## config.mk

```make
export PLATFORM = sky130hd
export DESIGN_NAME = ifetch_buffer
export DESIGN_NICKNAME = d
export VERILOG_FILES = /design/src/rtl/riscv_pkg.sv /design/src/rtl/sync_fifo.sv /design/src/rtl/ifetch_buffer.sv
export SDC_FILE = /design/constraint.sdc
export NUM_CORES = 1
export LEC_CHECK = 0
export BUFFER_PORTS_ARGS = -buffer_cell sky130_fd_sc_hd__buf_4
export CAP_MARGIN = 15
export CELL_PAD_IN_SITES_DETAIL_PLACEMENT = 1
export CELL_PAD_IN_SITES_GLOBAL_PLACEMENT = 1
export CORE_ASPECT_RATIO = 0.7
export CORE_MARGIN = 2
export CORE_UTILIZATION = 47
export CTS_CLUSTER_DIAMETER = 50
export DETAILED_ROUTE_END_ITERATION = 7
export GPL_TIMING_DRIVEN = 1
export PLACE_DENSITY_LB_ADDON = 0.08
export RECOVER_POWER = 100
export SYNTH_ARGS = -nofsm -noshare
export SYNTH_HDL_FRONTEND = slang
export SYNTH_SLANG_ARGS = --single-unit
```

## constraint.sdc

```tcl
create_clock -name clk -period 12.7 [get_ports clk]
set_clock_uncertainty 0.15 [all_clocks]
set_input_delay 0.635 -clock clk [delete_from_list [all_inputs] [get_ports clk]]
set_output_delay 0.635 -clock clk [all_outputs]
set_load 0.01 [all_outputs]
```

## src/rtl/riscv_pkg.sv

```systemverilog
// Shared front-end definitions: NOP encoding, fetch FSM states, PC step.
package riscv_pkg;

  // addi x0, x0, 0
  localparam logic [31:0] NOP_INSTR = 32'h0000_0013;

  // Byte distance between consecutive instruction words.
  localparam int unsigned PC_INCR = 4;

  typedef enum logic [1:0] {
    S_BOOT  = 2'd0,
    S_FETCH = 2'd1,
    S_FLUSH = 2'd2
  } fetch_state_e;

endpackage

```

## src/rtl/sync_fifo.sv

```systemverilog
// Synchronous FIFO with flush, occupancy count and full/empty flags.
// DEPTH must be a power of two so the pointers wrap on their own.
module sync_fifo #(
  parameter int unsigned WIDTH = 8,
  parameter int unsigned DEPTH = 2
) (
  input  logic                           clk,
  input  logic                           rst_n,
  input  logic                           push_i,
  input  logic [WIDTH-1:0]               push_data_i,
  input  logic                           pop_i,
  input  logic                           flush_i,
  output logic [WIDTH-1:0]               head_o,
  output logic [$clog2(DEPTH+1)-1:0]     count_o,
  output logic                           full_o,
  output logic                           empty_o
);

  localparam int unsigned PW = (DEPTH > 1) ? $clog2(DEPTH) : 1;
  localparam int unsigned CW = $clog2(DEPTH+1);

  logic [WIDTH-1:0] mem_q [DEPTH];
  logic [PW-1:0]    wr_ptr_q, wr_ptr_d;
  logic [PW-1:0]    rd_ptr_q, rd_ptr_d;
  logic [CW-1:0]    count_q, count_d;
  logic             do_push, do_pop;

  assign full_o  = (count_q == CW'(DEPTH));
  assign empty_o = (count_q == '0);
  assign count_o = count_q;
  assign head_o  = mem_q[rd_ptr_q];

  // A push into a full FIFO is only accepted when the head leaves the same cycle.
  assign do_push = push_i && (!full_o || pop_i);
  assign do_pop  = pop_i && !empty_o;

  // Next pointer/count values; flush returns everything to empty.
  always_comb begin
    // NOTE: every output of a combinational block gets a default first so no latch is inferred.
    wr_ptr_d = wr_ptr_q;
    rd_ptr_d = rd_ptr_q;
    count_d  = count_q;
    if (flush_i) begin
      wr_ptr_d = '0;
      rd_ptr_d = '0;
      count_d  = '0;
    end else begin
      if (do_push) wr_ptr_d = wr_ptr_q + PW'(1);
      if (do_pop)  rd_ptr_d = rd_ptr_q + PW'(1);
      count_d = count_q + CW'(do_push) - CW'(do_pop);
    end
  end

  // Pointer and count registers.
  always_ff @(posedge clk or negedge rst_n) begin
    // NOTE: state uses non-blocking assignments so every flop samples pre-edge values.
    if (!rst_n) begin
      wr_ptr_q <= '0;
      rd_ptr_q <= '0;
      count_q  <= '0;
    end else begin
      wr_ptr_q <= wr_ptr_d;
      rd_ptr_q <= rd_ptr_d;
      count_q  <= count_d;
    end
  end

  // Storage write port.
  always_ff @(posedge clk) begin
    // NOTE: storage is deliberately not reset; the count alone decides which entries are valid.
    if (do_push && !flush_i) mem_q[wr_ptr_q] <= push_data_i;
  end

endmodule

```

## src/rtl/ifetch_buffer.sv

```systemverilog
// Instruction-fetch front end: PC sequencing, credit-limited in-order
// memory requests, prefetch FIFO towards decode, redirect/flush handling.
module ifetch_buffer #(
  parameter int unsigned            DATA_WIDTH = 32,
  parameter int unsigned            ADDR_WIDTH = 32,
  parameter logic [ADDR_WIDTH-1:0]  RESET_PC   = '0,
  parameter int unsigned            FIFO_DEPTH = 2,
  parameter logic [DATA_WIDTH-1:0]  NOP_INSTR  = riscv_pkg::NOP_INSTR
) (
  input  logic                  clk,
  input  logic                  rst_n,
  output logic                  imem_req_valid,
  input  logic                  imem_req_ready,
  output logic [ADDR_WIDTH-1:0] imem_req_addr,
  input  logic                  imem_rsp_valid,
  input  logic [DATA_WIDTH-1:0] imem_rsp_data,
  input  logic                  redirect_valid,
  input  logic [ADDR_WIDTH-1:0] redirect_pc,
  output logic [DATA_WIDTH-1:0] instr,
  output logic [ADDR_WIDTH-1:0] instr_pc,
  output logic                  instr_valid,
  input  logic                  instr_ready
);

  import riscv_pkg::*;

  localparam int unsigned CW = $clog2(FIFO_DEPTH+1);

  fetch_state_e          state_q, state_d;
  logic [ADDR_WIDTH-1:0] pc_q, pc_d;
  logic [CW-1:0]         outstanding_q, outstanding_d;
  logic [CW-1:0]         discard_q, discard_d;
  logic [CW-1:0]         pending;

  logic [CW-1:0]         fifo_count;
  logic                  fifo_full, fifo_empty;
  logic [DATA_WIDTH+ADDR_WIDTH-1:0] fifo_head;
  logic                  fifo_push, fifo_pop;
  logic [ADDR_WIDTH-1:0] rsp_pc;
  logic                  req_fire;

  // Responses return in order, so the oldest outstanding request sits
  // outstanding_q words behind the current PC.
  assign rsp_pc    = pc_q - ADDR_WIDTH'(outstanding_q) * ADDR_WIDTH'(PC_INCR);
  assign req_fire  = imem_req_valid && imem_req_ready;
  assign fifo_push = imem_rsp_valid && (state_q == S_FETCH) && !redirect_valid;
  assign fifo_pop  = instr_valid && instr_ready && !redirect_valid;
  assign pending   = outstanding_q - CW'(imem_rsp_valid);

  sync_fifo #(
    .WIDTH (DATA_WIDTH + ADDR_WIDTH),
    .DEPTH (FIFO_DEPTH)
  ) u_fifo (
    .clk         (clk),
    .rst_n       (rst_n),
    .push_i      (fifo_push),
    .push_data_i ({imem_rsp_data, rsp_pc}),
    .pop_i       (fifo_pop),
    .flush_i     (redirect_valid),
    .head_o      (fifo_head),
    .count_o     (fifo_count),
    .full_o      (fifo_full),
    .empty_o     (fifo_empty)
  );

  assign instr_valid = !fifo_empty;
  assign instr       = instr_valid ? fifo_head[DATA_WIDTH+ADDR_WIDTH-1:ADDR_WIDTH] : NOP_INSTR;
  assign instr_pc    = instr_valid ? fifo_head[ADDR_WIDTH-1:0] : '0;

  // State register: FSM state, PC and the two in-flight counters.
  always_ff @(posedge clk or negedge rst_n) begin
    if (!rst_n) begin
      state_q       <= S_BOOT;
      pc_q          <= RESET_PC;
      outstanding_q <= '0;
      discard_q     <= '0;
    end else begin
      state_q       <= state_d;
      pc_q          <= pc_d;
      outstanding_q <= outstanding_d;
      discard_q     <= discard_d;
    end
  end

  // Next-state logic; a redirect overrides whatever the current state would do.
  always_comb begin
    state_d       = state_q;
    pc_d          = pc_q;
    outstanding_d = outstanding_q;
    discard_d     = discard_q;
    if (redirect_valid) begin
      // Everything still in flight is stale, including old flush victims.
      pc_d          = redirect_pc & ~ADDR_WIDTH'(3);
      outstanding_d = pending;
      discard_d     = pending;
      state_d       = (pending != '0) ? S_FLUSH : S_FETCH;
    end else begin
      unique case (state_q)
        S_BOOT: state_d = S_FETCH;
        S_FETCH: begin
          if (req_fire) pc_d = pc_q + ADDR_WIDTH'(PC_INCR);
          outstanding_d = outstanding_q + CW'(req_fire) - CW'(imem_rsp_valid);
        end
        S_FLUSH: begin
          if (imem_rsp_valid) begin
            outstanding_d = outstanding_q - CW'(1);
            discard_d     = discard_q - CW'(1);
          end
          if (discard_q == '0) state_d = S_FETCH;
        end
        default: state_d = S_BOOT;
      endcase
    end
  end

  // Request outputs: issue only while credits remain and no redirect is pending.
  always_comb begin
    imem_req_valid = 1'b0;
    imem_req_addr  = pc_q;
    if (state_q == S_FETCH) begin
      imem_req_valid = (({1'b0, outstanding_q} + {1'b0, fifo_count}) < (CW+1)'(FIFO_DEPTH))
                       && !redirect_valid;
    end
  end

  a_credit: assert property (@(posedge clk) disable iff (!rst_n)
    ({1'b0, outstanding_q} + {1'b0, fifo_count}) <= (CW+1)'(FIFO_DEPTH));
  a_rsp_underflow: assert property (@(posedge clk) disable iff (!rst_n)
    imem_rsp_valid |-> (outstanding_q != '0));
  a_push_full: assert property (@(posedge clk) disable iff (!rst_n)
    fifo_push |-> (!fifo_full || fifo_pop));
  a_discard_bound: assert property (@(posedge clk) disable iff (!rst_n)
    discard_q <= outstanding_q);
  a_req_fire_credit: assert property (@(posedge clk) disable iff (!rst_n)
    req_fire |-> (outstanding_q != CW'(FIFO_DEPTH)));

endmodule

```

==> results.toml <==
[global_route]
grt_max_degree = 64
grtUsageMet2_pct = 39.5
grt_pass1_wl_um = 31700
grt_pass1_vias = 5918
antenna_found_initial = 0
top_usage_layer = "met2"
grt.overflow.total = 0
globalRouteMet1Util_pct = 31.4
grtUsageMet3_pct = 5.61
grt_usage_pct = 23.8

[clock_network]
clockRootBuffer = "clkbuf_16"
postCtsSetupBuffers = 0
cts_resized = 0
cts_sinks = 164
clockBufferDepth = 2
ctsHoldBuffers = 0
cts_max_level = 4
cts_tree = "built"
cts_made_buffers = 17
path_clk_slew_ps = 60
clk_latency_ps = 430

[floorplanning]
rows = 39
core_um2 = 16300
die_area_um2 = 17700
die_x_um = 158
die_h_um = 112
initial_core_util_pct = 47.9
io_pins = 168

[synthesis]
yosysSeqAreaShare_pct = 60.6
synth_seq_cells = 164
postSynth.asyncResetShare_pct = 24.4
synth_cell_type_count = 54
netlist_instances = 647
ys_warn_count = 0
avgSynthCellArea_um2 = 12.1
synth_flop_cell = "edfxtp_1"
syn_area_um2 = 7800
synth-edff-count = 124

[layout]
nets = 863
antenna_cells = 0
drive_gt1_share_pct = 12.6
syn_to_final_growth_pct = 19.1
final_area_um2 = 9290

[sta]
fin_ws_ps = 6990
max_freq_mhz = 175
worst_pin_slew_ps = 3890
finalCritPeriodShare_pct = 45.0
finalSetupTns_ps = 0
holdWs_ps = 260
final-setup-viol-count = 0
fin_crit_ps = 5710
report.final.slew_viol_count = 353
rsz0062_at_grt = "false"
hold_violations = 0
slew_headroom_pct = -159

[power_and_ir_drop]
p_leak_uw = 0.00323
p_per_area_nw_per_um2 = 168
ir_drop_uv = 95.4

[drt]
drt_wl_total_um = 20500
drt-vias-per-instance = 5.45
drc = 0
wl_per_cell_um = 20.1
drtPass1Iterations = 4
final_antenna_net_count = 0
initialDrtViolationCount = 368
via_count = 5563

[flow_run]
maxCapViolCount = 7

[critical_path]
crit_slowest_cell = "clkbuf_1"
r2r-start = "u_fifo.count_o[1]"
path_delay_family = "buffers and inverters"
critPathMaxStageDelay_ps = 2710
cp-endpoint = "u_fifo.mem_q[0][14]"
crit_fanout = 62
r2r-end = "u_fifo.count_o[1]"
startpoint = "redirect_valid"
critPathBufInv = 2
cpMostUsedCell = "clkbuf_1"
ff2ff_setup_slack_ps = 7550
cp-end-kind = "flop"
cp-start-kind = "primary input"
worstPathCellList = "clkbuf_1, nor4_1, nor2b_4, clkbuf_1"
worst-path-stages = 4
r2r_cells = 11
criticalPathCategory = "primary input to flop"
cp.arrival_ps = 5500
crit_required_ps = 12490

[place]
hpwl_um = 13700
place.gp.congestion = 0.860
place_ws_ps = 8380
numPortBuffers = 161
dpl_cell_area_um2 = 9120

[outcome]
violations = "capacitance limit, slew limit"
status = "complete, but fails checks"

[hold_path]
hp-class = "primary input to flop"
[worst register-to-register path: cells and delay by family (launching register included)]
family / cells / cell delay (ps)
buf+inv: 3 / 1620
fa+ha+maj: 2 / 590
flops: 1 / 430
xor+xnor: 2 / 320
simple gates: 4 / 1840
[metrics by stage]
stage                     std cells  utilization, %  total power [uW]
after floorplan                 650               -               898
after global placement          988            55.9              1040
after detailed placement        988            55.9              1060
after CTS                      1020            59.8              1610
after global routing           1020            57.0              1630
final                          1020            57.0              1560
[state kept, by name, indices dropped and copies added (netlist names)]
name and flops:
u_fifo.mem_q 124, imem_req_addr 30, discard_q 2, outstanding_q 2, state_q 2, u_fifo.count_o 2, u_fifo.rd_ptr_q 1, u_fifo.wr_ptr_q 1
[layout by cell type, fill, tap and decap left out, types with 4 or more instances in the layout]
master,netlist,final
xor2_1,25,25
nor3_1,13,14
ha_1,9,9
clkbuf_1,32,107
nand2b_1,4,4
a21oi_1,5,5
xnor2_1,22,23
or2_2,4,4
nor2_1,89,89
and4_1,4,4
clkbuf_4,0,21
nand2_1,39,39
or4_1,5,7
buf_4,4,36
nand4_1,16,16
o21ai_0,24,24
and3_1,4,4
edfxtp_1,124,124
clkbuf_16,0,17
mux2i_1,68,68
nor4_1,17,18
inv_1,17,17
dfrtp_1,40,40
or3_1,7,7
nand3_1,12,12
conb_1,1,4
[report_power, final]
part	internal, uW	total (uW)	switching (uW)
logic	132	320	188
clock network	314	538	224
registers	635	699	64.5
[cell families after synthesis]
kind of cell    Yosys count  share of synthesized area [%]
flops                   164                           60.6
compound gates           51                           4.33
mux                      68                           8.73
simple gates            234                           15.1
fa+ha+maj                11                           1.96
xor+xnor                 48                           5.49
buf+inv                  70                           3.82
other cells               1                         0.0481
[routing by layer]
layer,vias up,routed length [um]
met2,150,10100
li1,2592,-
met4,0,259
met3,18,1140
met5,-,0
met1,2803,9070
[Yosys cell counts, types with 4 or more instances]
cell      count  area share [%]
nand2_1      39             1.9
inv_1        17            0.82
xnor2_1      22             2.5
xor2_1       25             2.8
nand2b_1      4            0.32
or2_2         4            0.32
or3_1         7            0.56
nand4_1      16             1.3
and2_1        4            0.32
o21ai_0      24             1.5
nor2_1       89             4.3
nand3_1      12            0.77
clkbuf_1     32             1.5
and3_1        4            0.32
buf_2         4            0.26
nor4_1       17             1.4
dfrtp_1      40              13
and4_1        4            0.45
buf_4         4            0.39
or4_1         5            0.48
ha_1          9             1.4
edfxtp_1    124              48
buf_1         9            0.43
nor2b_1       4            0.32
nor3_1       13            0.83
a21oi_1       5            0.32
mux2i_1      68             8.7
[worst min path at each step]
stage / slack, ps / cells past startpoint / end / startpoint
after floorplan: 190 / 0 / discard_q[0] / rst_n
after global placement: 390 / 1 / state_q[0] / state_q[1]
after global routing: 240 / 1 / u_fifo.mem_q[1][33] / imem_rsp_data[1]
final: 260 / 1 / u_fifo.mem_q[0][36] / imem_rsp_data[4]
after CTS: 50 / 1 / u_fifo.wr_ptr_q / rst_n
after detailed placement: 410 / 1 / state_q[0] / state_q[1]
[cell type report]
type                            count  area, um2
Fill cell                        1774       7010
Sequential cell                   164       4720
Multi-Input combinational cell    416       2760
Timing Repair Buffer              164        830
Clock buffer                       17        425
Tap cell                          225        282
Clock inverter                     15        198
Inverter                           19       71.3
No activity file was read; power rests on OpenSTA's default activity.
